### config.mk
export PLATFORM = sky130hd
export DESIGN_NAME = lsq_unit
export DESIGN_NICKNAME = d
export VERILOG_FILES = /design/src/rtl/lsq_unit.sv
export SDC_FILE = /design/constraint.sdc
export NUM_CORES = 2
export LEC_CHECK = 0
export CAP_MARGIN = 20
export CORE_MARGIN = 4
export CORE_UTILIZATION = 35
export DETAILED_ROUTE_END_ITERATION = 6
export DONT_BUFFER_PORTS = 1
export PLACE_DENSITY_LB_ADDON = 0.08
export RECOVER_POWER = 100
export SKIP_CTS_REPAIR_TIMING = 1
export SYNTH_ARGS = -nofsm -noshare
export SYNTH_HDL_FRONTEND = slang
export SYNTH_SLANG_ARGS = --single-unit
### constraint.sdc
create_clock -name i_clk -period 13.2 [get_ports i_clk]
set_input_delay 0 -clock i_clk [delete_from_list [all_inputs] [get_ports i_clk]]
set_output_delay 0 -clock i_clk [all_outputs]
set_load 0.01 [all_outputs]
### src/rtl/lsq_unit.sv
// Load/store unit: circular store queue with in-order commit/drain, store-to-load
// forwarding, branch-mask kill with tail rollback, and one shared data-cache port.
module lsq_unit #(
    parameter int unsigned WIDTH_REG = 5,
    parameter int unsigned WIDTH_TAG = 4,
    parameter int unsigned WIDTH_BRM = 4,
    parameter int unsigned WIDTH_MEM = 8,
    parameter int unsigned DEPTH_SQ  = 8,
    parameter int unsigned XLEN      = 32
) (
    input  logic                              i_clk,
    input  logic                              i_rst,
    input  logic                              i_val,
    input  logic                              i_store,
    input  logic [XLEN-1:0]                   i_op1,
    input  logic [XLEN-1:0]                   i_imm,
    input  logic [XLEN-1:0]                   i_op2,
    input  logic [WIDTH_REG-1:0]              i_rd,
    input  logic [WIDTH_TAG-1:0]              i_tag,
    input  logic [WIDTH_BRM-1:0]              i_brmask,
    output logic                              o_ready,
    input  logic [WIDTH_BRM-1:0]              i_brkill,
    input  logic                              i_commit,
    output logic                              o_dc_req,
    output logic                              o_dc_we,
    output logic [WIDTH_MEM-1:0]              o_dc_addr,
    output logic [XLEN-1:0]                   o_dc_data,
    input  logic                              i_dc_ack,
    input  logic [XLEN-1:0]                   i_dc_data,
    output logic                              o_wb_val,
    output logic [WIDTH_REG-1:0]              o_wb_rd,
    output logic [WIDTH_TAG-1:0]              o_wb_tag,
    output logic [XLEN-1:0]                   o_wb_data,
    output logic [$clog2(DEPTH_SQ):0]         o_sq_count
);

    localparam int unsigned PTR_W = $clog2(DEPTH_SQ);
    localparam int unsigned CNT_W = PTR_W + 1;

    typedef enum logic [1:0] {D_IDLE, D_ST, D_LD} dstate_t;

    dstate_t state, state_next;

    // store queue storage
    logic [WIDTH_MEM-1:0] sq_addr      [DEPTH_SQ];
    logic [XLEN-1:0]      sq_data      [DEPTH_SQ];
    logic [WIDTH_BRM-1:0] sq_brmask    [DEPTH_SQ];
    logic                 sq_committed [DEPTH_SQ];

    logic [PTR_W-1:0] head;
    logic [CNT_W-1:0] count, ccnt;

    // load buffer
    logic                 lb_pending, lb_dead;
    logic [WIDTH_MEM-1:0] lb_addr;
    logic [WIDTH_REG-1:0] lb_rd;
    logic [WIDTH_TAG-1:0] lb_tag;
    logic [WIDTH_BRM-1:0] lb_brmask;

    logic [WIDTH_MEM-1:0] addr_c;
    logic                 issue_ok_c, st_alloc_c, ld_acc_c;
    logic                 commit_do_c, pop_c, lb_kill_c, head_cmt_c;
    logic                 fwd_hit_c;
    logic [XLEN-1:0]      fwd_data_c;
    logic [CNT_W-1:0]     ccnt_cm_c, survivors_c, count_next_c, ccnt_next_c;
    logic [PTR_W-1:0]     wr_ptr_c, commit_ptr_c;
    logic                 lb_pending_next_c;
    logic                 req_next_c, we_next_c;
    logic [WIDTH_MEM-1:0] addr_next_c;
    logic [XLEN-1:0]      data_next_c;

    assign addr_c       = WIDTH_MEM'(i_op1 + i_imm);
    assign issue_ok_c   = i_val && o_ready && ((i_brmask & i_brkill) == '0);
    assign st_alloc_c   = issue_ok_c && i_store;
    assign ld_acc_c     = issue_ok_c && !i_store;
    assign commit_do_c  = i_commit && (ccnt < count);
    assign pop_c        = (state == D_ST) && i_dc_ack;
    assign lb_kill_c    = lb_pending && ((lb_brmask & i_brkill) != '0);
    assign head_cmt_c   = (count != '0) && sq_committed[head];
    assign ccnt_cm_c    = ccnt + CNT_W'(commit_do_c);
    assign commit_ptr_c = head + PTR_W'(ccnt);
    assign wr_ptr_c     = head + PTR_W'(survivors_c);
    assign count_next_c = survivors_c - CNT_W'(pop_c) + CNT_W'(st_alloc_c);
    assign ccnt_next_c  = ccnt_cm_c - CNT_W'(pop_c);
    assign o_sq_count   = count;

    // youngest matching entry wins; search sees pre-edge contents
    always_comb begin
        fwd_hit_c  = 1'b0;
        fwd_data_c = '0;
        for (int i = 0; i < int'(DEPTH_SQ); i++) begin
            if ((CNT_W'(i) < count) && (sq_addr[head + PTR_W'(i)] == addr_c)) begin
                fwd_hit_c  = 1'b1;
                fwd_data_c = sq_data[head + PTR_W'(i)];
            end
        end
    end

    // entries surviving a branch kill; the entry committing this cycle is safe
    always_comb begin
        survivors_c = '0;
        for (int i = 0; i < int'(DEPTH_SQ); i++) begin
            if ((CNT_W'(i) < count) &&
                !((CNT_W'(i) >= ccnt_cm_c) &&
                  ((sq_brmask[head + PTR_W'(i)] & i_brkill) != '0)))
                survivors_c = survivors_c + CNT_W'(1);
        end
    end

    always_comb begin
        lb_pending_next_c = lb_pending;
        if (ld_acc_c && !fwd_hit_c)
            lb_pending_next_c = 1'b1;
        else if (lb_pending) begin
            if (state == D_LD) begin
                if (i_dc_ack)
                    lb_pending_next_c = 1'b0;
            end else if (lb_kill_c) begin
                lb_pending_next_c = 1'b0;
            end
        end
    end

    // cache FSM: next state and registered request fields
    always_comb begin
        state_next  = state;
        req_next_c  = o_dc_req;
        we_next_c   = o_dc_we;
        addr_next_c = o_dc_addr;
        data_next_c = o_dc_data;
        case (state)
            D_IDLE: begin
                if (lb_pending && !lb_kill_c) begin
                    state_next  = D_LD;
                    req_next_c  = 1'b1;
                    we_next_c   = 1'b0;
                    addr_next_c = lb_addr;
                    data_next_c = '0;
                end else if (head_cmt_c) begin
                    state_next  = D_ST;
                    req_next_c  = 1'b1;
                    we_next_c   = 1'b1;
                    addr_next_c = sq_addr[head];
                    data_next_c = sq_data[head];
                end
            end
            D_ST, D_LD: begin
                if (i_dc_ack) begin
                    state_next  = D_IDLE;
                    req_next_c  = 1'b0;
                    we_next_c   = 1'b0;
                    addr_next_c = '0;
                    data_next_c = '0;
                end
            end
            default: begin
                state_next  = D_IDLE;
                req_next_c  = 1'b0;
                we_next_c   = 1'b0;
                addr_next_c = '0;
                data_next_c = '0;
            end
        endcase
    end

    always_ff @(posedge i_clk or posedge i_rst) begin
        if (i_rst) begin
            state     <= D_IDLE;
            o_dc_req  <= 1'b0;
            o_dc_we   <= 1'b0;
            o_dc_addr <= '0;
            o_dc_data <= '0;
        end else begin
            state     <= state_next;
            o_dc_req  <= req_next_c;
            o_dc_we   <= we_next_c;
            o_dc_addr <= addr_next_c;
            o_dc_data <= data_next_c;
        end
    end

    // queue pointers, commit state and branch masks
    always_ff @(posedge i_clk or posedge i_rst) begin
        if (i_rst) begin
            head  <= '0;
            count <= '0;
            ccnt  <= '0;
            for (int i = 0; i < int'(DEPTH_SQ); i++) begin
                sq_committed[i] <= 1'b0;
                sq_brmask[i]    <= '0;
            end
        end else begin
            head  <= head + PTR_W'(pop_c);
            count <= count_next_c;
            ccnt  <= ccnt_next_c;
            if (commit_do_c) begin
                sq_committed[commit_ptr_c] <= 1'b1;
                sq_brmask[commit_ptr_c]    <= '0;
            end
            if (st_alloc_c) begin
                sq_committed[wr_ptr_c] <= 1'b0;
                sq_brmask[wr_ptr_c]    <= i_brmask;
            end
        end
    end

    always_ff @(posedge i_clk) begin
        if (st_alloc_c) begin
            sq_addr[wr_ptr_c] <= addr_c;
            sq_data[wr_ptr_c] <= i_op2;
        end
    end

    always_ff @(posedge i_clk or posedge i_rst) begin
        if (i_rst) begin
            lb_pending <= 1'b0;
            lb_dead    <= 1'b0;
            lb_addr    <= '0;
            lb_rd      <= '0;
            lb_tag     <= '0;
            lb_brmask  <= '0;
            o_ready    <= 1'b1;
        end else begin
            lb_pending <= lb_pending_next_c;
            o_ready    <= !lb_pending_next_c && (count_next_c != CNT_W'(DEPTH_SQ));
            if (ld_acc_c && !fwd_hit_c) begin
                lb_dead   <= 1'b0;
                lb_addr   <= addr_c;
                lb_rd     <= i_rd;
                lb_tag    <= i_tag;
                lb_brmask <= i_brmask;
            end else if (lb_pending) begin
                lb_brmask <= lb_brmask & ~i_brkill;
                if ((state == D_LD) && lb_kill_c)
                    lb_dead <= 1'b1;
            end
        end
    end

    // register-file writeback: forwarded hit or completed live miss
    always_ff @(posedge i_clk or posedge i_rst) begin
        if (i_rst) begin
            o_wb_val  <= 1'b0;
            o_wb_rd   <= '0;
            o_wb_tag  <= '0;
            o_wb_data <= '0;
        end else begin
            o_wb_val <= 1'b0;
            if (ld_acc_c && fwd_hit_c) begin
                o_wb_val  <= 1'b1;
                o_wb_rd   <= i_rd;
                o_wb_tag  <= i_tag;
                o_wb_data <= fwd_data_c;
            end else if ((state == D_LD) && i_dc_ack && !lb_dead && !lb_kill_c) begin
                o_wb_val  <= 1'b1;
                o_wb_rd   <= lb_rd;
                o_wb_tag  <= lb_tag;
                o_wb_data <= i_dc_data;
            end
        end
    end

endmodule

# Word level (Yosys, flattened, before mapping)
# Memories as Yosys holds them, arrays and structs flattened.
# Index checks and enable logic that the tools add are counted.
# op_classes
magnitude_cmp	29
n_bitwise	27
reduce_logical	73
mux	102
add_sub_neg	22
eq_ne	13
# op_table
operator	n
$mux W32	15
$mux W4	29
$bmux W4 S3	8
$eq A8 B8 Y1	8
$pmux W32 S2	1
$and A4 B4 Y4	11
$logic_and A1 B1 Y1	42
$ge A4 B4 Y1 const B	10
$mux W8	5
$not A3 Y4	10
$reduce_bool A4 Y1	10
$and A32 B32 Y32	1
$bwmux W32	1
$not A32 Y32	1
$mux W1	29
$add A4 B1 Y4 const B	7
$demux W4 S3	2
$ge A3 B4 Y1 const A	4
$lt A3 B4 Y1 const A	4
$pmux W8 S2	1
$logic_not A1 Y1	13
$add A3 B3 Y3 const B	4
$mux W5	2
$add A4 B1 Y4	2
other kinds (31)	46
# word_totals
out_inout_bits	89
regBits	161
ramBits	320
mem_count	2
wordCells	303
inputBits	151
# mem_list
name	words	width	rd	rd_ports_with_merged_regs	wr	line	rtl
sq_data	8	32	8	0	1	46	logic [XLEN-1:0] sq_data [DEPTH_SQ];
sq_addr	8	8	8	0	1	45	logic [WIDTH_MEM-1:0] sq_addr [DEPTH_SQ];

# Depth between registers and ports, before layout
# logic_depth
word_depth	33
mapped_depth	42
ltp_nobuf	37

# Least setup slack after synthesis
# Ideal clock, no wire load.
# synth_timing
path_kind	register to register
start	reg head[1]
end	mem sq_addr[4][0], enable pin
path_stages_with_launch	40
required_time_ns	12.806
period_less_slack_ns	10.412
t_arrival_ns	10.018
slack_ns	2.788
setup_ns	0.394
n_path_buf	11
cell_sequence	dfrtp_1 buf_2 buf_6 buf_4 buf_4 buf_2 buf_1 buf_1 inv_1 ha_1 buf_2 buf_4 buf_2 mux4_2 mux2i_1 o22ai_1 or2_2 a21o_1 [... 4 more ...] buf_2 ha_1 mux2_2 xor2_1 mux2_2 ha_1 xnor2_1 nand2_1 o21ai_0 xor2_1 mux2_2 ha_1 mux2_2 fa_1 xnor2_1 xor2_4 nand2_2 inv_1
# synth_via
elab_chain_cells	25
word_cells_on_any_way	95
classes_between	add/sub (15); mux (32); bitwise (16); reduce/logical (32)
# synth_lines
item	line	rtl
start: declaration	50	logic [PTR_W-1:0] head;
start signal: assignment	193	head <= head + PTR_W'(pop_c);
$not A3 Y4 (not written as such)	105	((sq_brmask[head + PTR_W'(i)] & i_brkill) != '0)))
$bmux W4 S3	105	
$mux W4 (not written as such) (2 in a row)	105	
$and A4 B4 Y4	105	
$reduce_bool A4 Y1	105	
$logic_and A1 B1 Y1	104	!((CNT_W'(i) >= ccnt_cm_c) &&
$logic_not A1 Y1	104	
$logic_and A1 B1 Y1	103	if ((CNT_W'(i) < count) &&
[... 8 more ...]	n/a	
$mux W4	103	
$add A4 B1 Y4	106	survivors_c = survivors_c + CNT_W'(1);
$mux W4	103	
$add A4 B1 Y4	106	
$mux W4	103	
$add A4 B1 Y4	106	
$mux W4	103	
$add A3 B3 Y3 *	82	assign wr_ptr_c = head + PTR_W'(survivors_c);
end: declaration	45	
# Every way passes the cells marked *; elsewhere a longest branch is shown, timed or not. The select of a mux whose other input is x is not followed.

# Final worst setup path
# layout_timing
start	reg head[0]
end	mem sq_data[0][3], enable pin
# layout_via
elab_chain_cells	25
word_cells_on_any_way	95
classes_between	add/sub (15); mux (32); bitwise (16); reduce/logical (32)
# layout_lines
item	line
$not A3 Y4 (not written as such)	105
$bmux W4 S3	105
$mux W4 (not written as such) (2 in a row)	105
$and A4 B4 Y4	105
$reduce_bool A4 Y1	105
$logic_and A1 B1 Y1	104
$logic_not A1 Y1	104
$logic_and A1 B1 Y1	103
[... 8 more ...]	n/a
$mux W4	103
$add A4 B1 Y4	106
$mux W4	103
$add A4 B1 Y4	106
$mux W4	103
$add A4 B1 Y4	106
$mux W4	103
$add A3 B3 Y3 *	82
end: declaration	46
# Marked as above.

==> flow_summary.toml <==
[setup_path]
crit_required_ns = 13.45
cp_top_family = "adder cells"
slowest_delay_ns = 1.11
cp_slowest_cell = "clkbuf_2"
cp-end-kind = "flop"
worst-setup-path-type = "reg2reg"
cp_num_buf_inv = 3
critPathMostFrequentCell = "ha_1"
cp_max_fo = 52
crit_path_start = "head[0]"
r2r-start = "head[0]"
setup.worst_path.start_class = "flop"
critical_path_arrival_ns = 11.59

[run_status]
outcome = "finished, violations left"
violations = "negative hold slack, max-capacitance violations, max-slew violations"

[yosys]
synth_async_sr_flop_share = 0.3333
yosys_warnings = 0
synth_nets = 2815
ys_types = 81
syn_avg_cell_area_um2 = 12.75
ys_top_cells_by_area = "edfxtp_1 29%, mux4_2 24%, dfrtp_1 12%"
synth.ff_latch_count = 480
synth_edf_count = 320
synthCells = 2624
ys_seq_area_frac = 0.4071
netlist_area_mm2 = 0.03344
yosysTopAreaCell = "edfxtp_1"
ys.flop_type = "edfxtp_1"
synth_top_area_frac = 0.2873

[clocking]
cts_buffers = 57
h-tree-depth = 2
clk_pin_slew_worst_paths_ns = 0.06
cts_tree = "done"
clock_latency_ns = 0.64
clockBufferDepth = 3
clock_sinks = 480
cts_root_buf = "clkbuf_16"

[global_route]
grt_max_degree = 140
gr-usage-all-layers = 0.2224
grt_first_pass_wirelength_mm = 164.8
grt_pass1_vias = 24000
gr-total-overflow = 0
antenna_found_initial = 6

[placement]
gp_congestion = 0.8133
port_buffers = 0
dp_hpwl_mm = 70.52
dp_slack_ns = 2.704

[detailed_routing]
ant_nets = 0
wl_per_cell_um = 29.24
routed_via_density = 6.166
totalWireLength_mm = 114.8
drc = 0
dr.pass1.iters = 6
drt_iter0_drc = 2203
via_count = 24210

[sta]
worst_pin_slew_ns = 3.419
final-setup-viol-count = 0
relSlewSlack = -1.279
fin_worst_skew_ns = 0.01068
hold_viol = 5
rsz0062_at_grt = "false"
min_period_ns = 11.35
timing.fmax_mhz = 88.13
fin_ws_ns = 1.853
tns_ns = 0
whs_ns = -0.007499
final.period_utilization = 0.8596
drv_slew = 383

[layout]
final_common_cell = "nand2_1"
multiInputGateArea_mm2 = 0.01863
seq_area_mm2 = 0.01362
drive_above_1_share = 0.2186
fillCellCount = 8817
final_cell_mix = "418 x nand2_1, 353 x mux4_2, 320 x edfxtp_1"
areaGrowthSynthToFinish_pct = 11.94
fin_nets = 2801

[die]
dieWidth_um = 317.1
rows = 113
io_pins = 240
fp.dieArea_mm2 = 0.1006
die_h_um = 317.1
core_mm2 = 0.09487
start_util = 0.3525

[min_path]
hp-start = "i_dc_ack"
hp-class = "in2reg"

[run]
cap_violations = 13
[flip-flops by register name, indices dropped and copies added (netlist names), 5 cells and up]
signal        cells
sq_brmask        32
sq_data         256
lb_rd             5
sq_addr          64
o_wb_rd           5
o_wb_data        32
o_dc_data        32
o_dc_addr         8
sq_committed      8
lb_addr           8
[worst paths after layout]
kind	to	slack (ns)	cells past startpoint
setup / recovery	sq_data[0][3]	1.85	28
hold / removal	o_wb_tag[2]	-0.007	5
setup reg to reg	sq_data[0][3]	1.85	28
hold reg to reg	lb_addr[7]	0.51	1
max in group asynchronous	head[1]	8.06	4
min in group asynchronous	o_wb_data[22]	1.29	3
[stage by stage]
step                hold slack [ns]  cells  area (µm²)    util
floorplan                   0.09887   2624       33440       -
global placement           -0.05183   3719       34590  0.3646
detailed placement         -0.04030   3719       34590  0.3646
CTS                         -0.7422   3826       36630  0.3861
global route                0.01194   3924       37430  0.3946
finish                    -0.007499   3926       37440  0.3946
[cell usage after synthesis, types with 10 or more instances]
cell,instances
and2_1,48
nand4_1,10
inv_1,48
clkbuf_1,121
nor2_1,70
a211oi_1,35
o21ai_0,69
a311o_1,31
a31oi_1,19
mux2i_1,222
edfxtp_1,320
o221ai_1,32
buf_4,17
buf_6,10
a221o_1,32
a21oi_1,63
o211ai_1,10
ha_1,36
buf_2,49
xor2_1,34
xnor2_1,51
dfrtp_1,159
nand2_1,416
mux2_2,49
a311oi_1,32
a31o_1,30
buf_1,27
nand2b_1,13
nand3_1,71
nor2b_1,13
mux4_2,353
[layer usage]
| layer | vias up | global-route usage | part of all wire |
|---|---|---|---|
| met1 | 12660 | 0.2953 | 0.43 |
| met3 | 218 | 0.04581 | 0.063 |
| met2 | 1000 | 0.3682 | 0.48 |
| met5 | - | 0 | 0.00011 |
| met4 | 2 | 0.06828 | 0.029 |
| li1 | 10330 | - | - |
[final cells by class]
type / instances / share of cell area
multi-input cells: 1872 / 0.4977
flip-flops and latches: 480 / 0.3638
well taps: 1265 / 0.04228
clock buffers: 64 / 0.04074
repair buffers: 151 / 0.03660
clock inverters: 43 / 0.01380
inverters: 48 / 0.004879
diodes: 3 / 0.0002005
[worst register-to-register path: cells and delay by family, from the launching register on]
family	cells	cell delay [ns]
xor+xnor	3	0.49
compound gates	4	0.58
mux	6	2.18
buf+inv	3	2.30
simple gates	6	1.85
flops	1	0.76
fa+ha+maj	6	2.74
[cell families (layout without fill, tap and decap cells)]
kind of cell | Yosys count | in the layout | share of synthesized area
buffers and inverters | 272 | 306 | 0.03651
AND/OR/NAND/NOR | 703 | 703 | 0.09521
adder cells (fa/ha/maj) | 40 | 40 | 0.01586
AO/OA/AOI/OAI | 398 | 398 | 0.08851
XOR/XNOR | 107 | 107 | 0.03618
flip-flops | 480 | 480 | 0.4071
multiplexers | 624 | 624 | 0.3207
other | 0 | 3 | 0
Power is not shown: default switching activity piles up to over one toggle a cycle in this logic, so the estimate is an artifact.
